`src/rtl/mem_arb_pkg.sv`:
```
// mem_arb_pkg: shared types and constants for the two-port data-memory arbiter.
//   state_t          : arbiter FSM states (IDLE, ACCESS)
//   port_id_t        : requester index (0 = load/store unit, 1 = secondary master)
//   WORD_OFFSET_BITS : byte-offset bits inside a memory word
package mem_arb_pkg;
    typedef enum logic {IDLE, ACCESS} state_t;
    typedef logic port_id_t;
    localparam int WORD_OFFSET_BITS = 2;
endpackage

```
`src/rtl/rr_arb2.sv`:
```
// rr_arb2: combinational 2-way round-robin picker.
//   valid[1:0] : request lines of port 1 / port 0
//   last_grant : port that won the previous arbitration
//   grant_id   : winning port (meaningful only when grant_any)
//   grant_any  : at least one request is pending
module rr_arb2
    import mem_arb_pkg::*;
(
    input  logic [1:0] valid,
    input  port_id_t   last_grant,
    output port_id_t   grant_id,
    output logic       grant_any
);
    // A lone requester wins outright; on a tie the port that did not win last time wins.
    always_comb begin
        grant_any = |valid;
        grant_id  = (&valid) ? ~last_grant : valid[1];
    end
endmodule

```
`src/rtl/mem_data_arbiter.sv`:
```
// mem_data_arbiter: round-robin arbiter sharing memData between two masters.
//   clk, rst                : clock, asynchronous active-high reset
//   reqN_valid/we/addr/wdata: request from port N (0 = LSU, 1 = boot/debug)
//   reqN_ready              : request of port N accepted this cycle
//   reqN_rvalid/rdata       : one-cycle read response pulse and held read data
//   mem_we/waddr/raddr/wdata: memData write strobe, addresses and write data
//   mem_rdata               : memData read data (updated by memData on negedge)
//   err                     : misalignment pulse when MEM_ARB_ALIGN_CHECK_EN is defined, else 0
module mem_data_arbiter
    import mem_arb_pkg::*;
#(
    parameter int XLEN       = 32,
    parameter int ADDRESSLEN = 32
) (
    input  logic                  clk,
    input  logic                  rst,
    input  logic                  req0_valid,
    input  logic                  req0_we,
    input  logic [ADDRESSLEN-1:0] req0_addr,
    input  logic [XLEN-1:0]       req0_wdata,
    output logic                  req0_ready,
    output logic                  req0_rvalid,
    output logic [XLEN-1:0]       req0_rdata,
    input  logic                  req1_valid,
    input  logic                  req1_we,
    input  logic [ADDRESSLEN-1:0] req1_addr,
    input  logic [XLEN-1:0]       req1_wdata,
    output logic                  req1_ready,
    output logic                  req1_rvalid,
    output logic [XLEN-1:0]       req1_rdata,
    output logic                  mem_we,
    output logic [ADDRESSLEN-1:0] mem_waddr,
    output logic [ADDRESSLEN-1:0] mem_raddr,
    output logic [XLEN-1:0]       mem_wdata,
    input  logic [XLEN-1:0]       mem_rdata,
    output logic                  err
);
    state_t                state, state_n;
    port_id_t              last_grant, owner, grant_id;
    logic                  grant_any, accept, lat_we, mis, rd_done;
    logic [ADDRESSLEN-1:0] lat_addr;
    logic [XLEN-1:0]       lat_data;

    rr_arb2 u_rr_arb2 (
        .valid      ({req1_valid, req0_valid}),
        .last_grant (last_grant),
        .grant_id   (grant_id),
        .grant_any  (grant_any)
    );

`ifdef MEM_ARB_ALIGN_CHECK_EN
    assign mis = lat_addr[WORD_OFFSET_BITS-1:0] != '0;
`else
    assign mis = 1'b0;
`endif

    // Memory-side address/data come straight from the latch, so they hold between accesses.
    assign mem_waddr = lat_addr;
    assign mem_raddr = lat_addr;
    assign mem_wdata = lat_data;

    always_comb begin
        accept     = state == IDLE && grant_any;
        req0_ready = accept && grant_id == 1'b0;
        req1_ready = accept && grant_id == 1'b1;
        // Derived from the async-reset state, so the strobe drops the moment rst rises.
        mem_we     = state == ACCESS && lat_we && !mis;
        rd_done    = state == ACCESS && !lat_we;
        state_n    = accept ? ACCESS : IDLE;
    end

    always_ff @(posedge clk or posedge rst) begin
        if (rst) state <= IDLE;
        else     state <= state_n;
    end

    always_ff @(posedge clk or posedge rst) begin
        if (rst) begin
            last_grant  <= 1'b1;
            owner       <= 1'b0;
            lat_we      <= 1'b0;
            lat_addr    <= '0;
            lat_data    <= '0;
            req0_rvalid <= 1'b0;
            req1_rvalid <= 1'b0;
            req0_rdata  <= '0;
            req1_rdata  <= '0;
        end else begin
            req0_rvalid <= rd_done && owner == 1'b0;
            req1_rvalid <= rd_done && owner == 1'b1;
            if (rd_done && owner == 1'b0) req0_rdata <= mis ? '0 : mem_rdata;
            if (rd_done && owner == 1'b1) req1_rdata <= mis ? '0 : mem_rdata;
            if (accept) begin
                lat_we     <= grant_id ? req1_we    : req0_we;
                lat_addr   <= grant_id ? req1_addr  : req0_addr;
                lat_data   <= grant_id ? req1_wdata : req0_wdata;
                owner      <= grant_id;
                last_grant <= grant_id;
            end
        end
    end

`ifdef MEM_ARB_ALIGN_CHECK_EN
    // Fault pulse lands in the same slot a read response would.
    always_ff @(posedge clk or posedge rst) begin
        if (rst) err <= 1'b0;
        else     err <= state == ACCESS && mis;
    end
`else
    assign err = 1'b0;
`endif
endmodule

```
`config.mk`:
```
export PLATFORM = sky130hd
export DESIGN_NAME = mem_data_arbiter
export DESIGN_NICKNAME = d
export VERILOG_FILES = /design/src/rtl/mem_arb_pkg.sv /design/src/rtl/rr_arb2.sv /design/src/rtl/mem_data_arbiter.sv
export SDC_FILE = /design/constraint.sdc
export NUM_CORES = 1
export LEC_CHECK = 0
export CAP_MARGIN = 20
export CORE_AREA = 10 10 161 163
export DETAILED_ROUTE_END_ITERATION = 10
export DIE_AREA = 0 0 171 173
export GPL_ROUTABILITY_DRIVEN = 0
export PLACE_DENSITY_LB_ADDON = 0.12
export SLEW_MARGIN = 25
export SYNTH_ARGS = -nofsm -noshare
export SYNTH_HDL_FRONTEND = slang
export SYNTH_SLANG_ARGS = --single-unit
export TNS_END_PERCENT = 30
```
`constraint.sdc`:
```
create_clock -name clk -period 13.5 [get_ports clk]
set_input_delay 4.05 -clock clk [delete_from_list [all_inputs] [get_ports clk]]
set_output_delay 4.05 -clock clk [all_outputs]
set_load 0.03 [all_outputs]
```
==> impl_metrics.tcl, run 1 <==
set metrics [dict create \
    synth-seq-cells 134 \
    criticalPathCategory "input pin to primary output" \
    vias 4466 \
    ctsHoldBuffers 0 \
    hp-start "req0_rdata[2]" \
    period_minus_slack_ps 9695 \
    clk_pin_slew_ps 60 \
    antenna_found_initial 1 \
    area_growth_pct 71.43 \
    r2r_slack_ps 11710 \
    endpoint_kind "primary output" \
    most-common-layout-cells "clkdlybuf4s50_1, dfrtp_1, and2_1" \
    cts_buffer_depth 2 \
    layout.nets 863 \
    fin_ws_ps 3805 \
    fin_hold_ws_ps 490.6 \
    synth.top_cell.area_share_pct 59.45 \
    die_y_um 173 \
    setup_viol 0 \
    grt_max_degree 84 \
    cts_setup_buffers 0 \
    grt_pass1_wl_mm 32.26 \
    synth_nets 568 \
    route.detailed.drc 0 \
    initial_core_util_pct 24.80 \
    die_x_um 171 \
    syn_area_um2 5598 \
    synth_ff_type "dfrtp_1" \
    p_leak_nw 3.926 \
    fmax_ghz 0.1031 \
    hold_path.class "flop to flop" \
    drt_iter0_drc 143 \
    rr_endpoint "mem_wdata[17]" \
    n_fill_cell 2081 \
    cellPowerDensity_nw_per_um2 218.2 \
    routedWlPerCell_um 21.55 \
    yosys_warnings 0 \
    status "completed" \
    fin_setup_tns_ps 0 \
    syn_area_per_cell_um2 13.93 \
    num_io_pins 332 \
    regArea_um2 3354 \
    hold_depth 1 \
    cts_buffers 17 \
    postSynthCellCount 402 \
    cp_max_fo 3 \
    ant_nets 0 \
    max_slew_margin_pct 44.49 \
    r2r_start "last_grant" \
    cts.sinks 134 \
    skew_ps 12.17 \
    rsz0062_at_grt "false" \
    drive_above_1_share_pct 15.21 \
    grt_usage_pct 14.30 \
    maxCapViolCount 0 \
    core_area_um2 22570 \
    start_kind "input pin" \
    drt_wl_total_mm 21.45 \
    worst_pin_slew_ps 832.6 \
    clockRootBuffer "clkbuf_16" \
    async_flop_share_pct 100.0 \
    clock_latency_ps 420 \
    whs_endpoint "req0_rdata[2]" \
    reg2reg_depth 3 \
    synth_top_cell_by_area "dfrtp_1" \
    multi_input_area_um2 1876 \
    vias_per_cell 4.488 \
    finalMaxSlewViolations 0 \
    diodes 0 \
    cts_tree "done" \
    total_power_mw 2.094 \
    yosys-top-cells-area "dfrtp_1, mux2_2, a221o_1" \
    synth_edf_count 0 \
    hpwl_mm 15.61 \
    critPathArrivalTime_ps 5640 \
    ctsResizeCount 0 \
    grt.overflow.total 0 \
    max-vdd-ir-drop_uv 76.12 \
    drtPass1Iterations 4 \
    layout_commonest_cell "clkdlybuf4s50_1" \
    yosysUniqueCellTypes 19 \
    row_count 55 \
    htreeDepth 4 \
    min_period_over_period_pct 71.81 \
    design.die.area_um2 29580 \
    finalHoldViolCount 0 \
    numPortBuffers 330 \
    pre_cts_ws_ps 3757 \
    required_ps 9450 \
    grt_pass1_vias 5134 \
    fin_util_pct 42.52 \
    ys_seq_area_share_pct 59.92 \
]
==> flip-flops by register name (all words and copies together), names as in the netlist <==
register	cells
req0_rvalid	1
state	1
req1_rvalid	1
last_grant	1
owner	1
req1_rdata	32
req0_rdata	32
lat_we	1
mem_wdata	32
mem_raddr	32
==> critical path, stage by stage <==
cell and delay (ps):
clkdlybuf4s50_1 620, o211a_2 250, clkdlybuf4s50_1 720
==> cell families after synthesis <==
kind of cell | after synthesis | synth area share, %
compound gates | 70 | 12.43
flops | 134 | 59.92
other cells | 1 | 0.06699
simple gates | 68 | 7.801
mux | 64 | 12.87
buf+inv | 65 | 6.907
==> cell usage after synthesis (2+ instances only) <==
master,instances
dfrtp_1,133
and2_1,66
a221o_1,65
mux2_2,63
buf_4,33
buf_2,15
clkbuf_1,11
inv_1,3
a21o_1,2
inv_2,2
==> how the worst max path moves through the flow <==
stage	end	start	slack, ps
after floorplan	req1_ready	req0_valid	4610
after global placement	req1_ready	req0_valid	3770
after detailed placement	req0_ready	req0_valid	3760
after CTS	req0_ready	req0_valid	3760
after global routing	req0_ready	req0_valid	3740
final	req0_ready	req0_valid	3810
==> area by class of cell <==
cell class / count / area share (%)
Sequential cell: 134 / 34.95
Tap cell: 285 / 3.716
Clock buffer: 19 / 4.615
Multi-Input combinational cell: 203 / 19.54
Inverter: 5 / 0.2477
Clock inverter: 13 / 2.034
Timing Repair Buffer: 336 / 34.89
==> metrics by stage <==
stage,area (um^2),std cells
3_5_place_dp,8959,963
4_1_cts,9597,995
3_3_place_gp,8959,963
2_1_floorplan,5598,402
6_report,9597,995
5_1_grt,9597,995
==> power breakdown <==
part	switching (mW)	internal (mW)
combinational	0.521	0.438
clock	0.193	0.317
sequential	0.0817	0.545
==> per-layer routing <==
layer | up-vias | global-route usage, % | routed length, um
met4 | 0 | 5.074 | 424
met3 | 24 | 7.333 | 2461
met5 | - | 0 | 0
met1 | 2187 | 15.84 | 8506
met2 | 227 | 22.95 | 10050
li1 | 2028 | - | -
Note: power is estimated with default switching activity, not from simulation.
==> run 2: changes to the inputs <==
clock period = 9.8 ns   (was 13.5 ns; I/O delays follow)
==> run 2 against run 1 <==
Effect of this change: cell area grew 0.25%; setup slack lost 1500 ps; total power grew 39%; non-clock buffer count is the same; wire length shrank 1.4%; final cell count shrank 0.10%; register-to-register slack lost 3700 ps; core utilization grew 0.11 points; clock-buffer cell count grew 1; sequential share of layout area shrank 0.086 points.
==> impl_metrics.tcl, run 2 (same netlist as run 1, synthesis figures left out) <==
set metrics [dict create \
    grt.overflow.total 0 \
    ant_nets 0 \
    layout.nets 863 \
    cp_cell_sequence "clkdlybuf4s50_1 > a211oi_4 > clkdlybuf4s50_1" \
    critPathArrivalTime_ps 4530 \
    slowest_stage "clkdlybuf4s50_1" \
    vias_per_cell 4.530 \
    max_stage_delay_ps 750 \
    clock_latency_ps 420 \
    htreeDepth 4 \
    final_cells 994 \
    multi_input_area_um2 1876 \
    numPortBuffers 330 \
    grt_pass1_vias 5090 \
    finalHoldViolCount 0 \
    grt_usage_pct 14.02 \
    vias 4503 \
    drt_iter0_drc 184 \
    start_kind "input pin" \
    layout_commonest_cell "clkdlybuf4s50_1" \
    initial_core_util_pct 24.80 \
    min_period_over_period_pct 76.24 \
    drive_above_1_share_pct 15.23 \
    p_leak_nw 3.940 \
    cellPowerDensity_nw_per_um2 301.8 \
    critPathTopFamily "buffers and inverters" \
    period_minus_slack_ps 7471 \
    criticalPathCategory "input pin to primary output" \
    fin_ws_ps 2329 \
    fmax_ghz 0.1338 \
    clk_pin_slew_ps 60 \
    num_io_pins 332 \
    hpwl_mm 15.58 \
    pre_cts_ws_ps 2272 \
    fin_hold_ws_ps 493.7 \
    status "completed" \
    drt_wl_total_mm 21.16 \
    max-vdd-ir-drop_uv 104.5 \
    cts_buffers 17 \
    regArea_um2 3354 \
    skew_ps 12.87 \
    required_ps 6860 \
    rsz0062_at_grt "false" \
    grt_max_degree 89 \
    design.die.area_um2 29580 \
    core_area_um2 22570 \
    route.detailed.drc 0 \
    clockRootBuffer "clkbuf_16" \
    die_x_um 171 \
    n_fill_cell 2068 \
    area_growth_pct 71.86 \
    die_y_um 173 \
    max_slew_margin_pct 45.83 \
    total_power_mw 2.903 \
    cts_tree "done" \
    grt_pass1_wl_mm 31.93 \
    cp.buffers_inverters 2 \
    setup_viol 0 \
    ctsResizeCount 0 \
    maxCapViolCount 0 \
    fin_util_pct 42.62 \
    dpl.cell_count 963 \
    antenna_found_initial 1 \
    path_common_cell "clkdlybuf4s50_1" \
    finalMaxSlewViolations 0 \
    endpoint_kind "primary output" \
    fin_setup_tns_ps 0 \
    fin_area_um2 9620 \
    diodes 0 \
    cts_setup_buffers 0 \
    routedWlPerCell_um 21.28 \
    most-common-layout-cells "clkdlybuf4s50_1, dfrtp_1, and2_1" \
    worst_pin_slew_ps 812.6 \
    cp_max_fo 3 \
    placed_area_um2 8959 \
    hold_path.class "flop to flop" \
    ctsHoldBuffers 0 \
    row_count 55 \
    drtPass1Iterations 5 \
    cts.sinks 134 \
    cts_buffer_depth 2 \
]
## run 2: cell count changes in the layout (fill, tap and decap cells not counted), sizes merged
cell    before  now
inv          8    7
bufinv       4    5
clkinv       3    1
clkbuf      19   20
## run 2: worst register-to-register path, delay by kind of cell, from the launching register on
kind	cells	cell delay [ps]
AO/OA/AOI/OAI	2	610
flip-flops	1	470
buffers and inverters	1	660
## run 2: cell type report
type                       instances  area share (%)
multi-input combinational        203           19.50
clock inverter                    11           2.029
clock buffer                      20           4.851
tap                              285           3.707
inverter                           5          0.2471
sequential                       134           34.87
timing repair buffer             336           34.80
## run 2: final timing paths
path | startpoint | end | slack (ps) | depth (start not counted)
setup / recovery | req0_valid | req1_ready | 2330 | 3
min in group asynchronous | rst | req1_rdata[15] | 3090 | 2
setup reg to reg | state | mem_wdata[18] | 8000 | 3
hold / removal | req0_rdata[2] | req0_rdata[2] | 490 | 1
hold reg to reg | req0_rdata[2] | req0_rdata[2] | 490 | 1
max in group asynchronous | rst | mem_raddr[22] | 5550 | 3
## run 2: power breakdown
part / total, mW / internal [mW] / switching [mW]
Clock: 0.722 / 0.472 / 0.250
Combinational: 1.31 / 0.603 / 0.712
Sequential: 0.866 / 0.751 / 0.115
Total: 2.90 / 1.83 / 1.08
## run 2: metal layers
metal,up-vias,GRT usage (%),wire [um]
met5,-,0,0
met4,0,4.023,202
met3,14,7.197,2478
met2,223,22.98,10270
met1,2238,15.48,8209
li1,2028,-,-
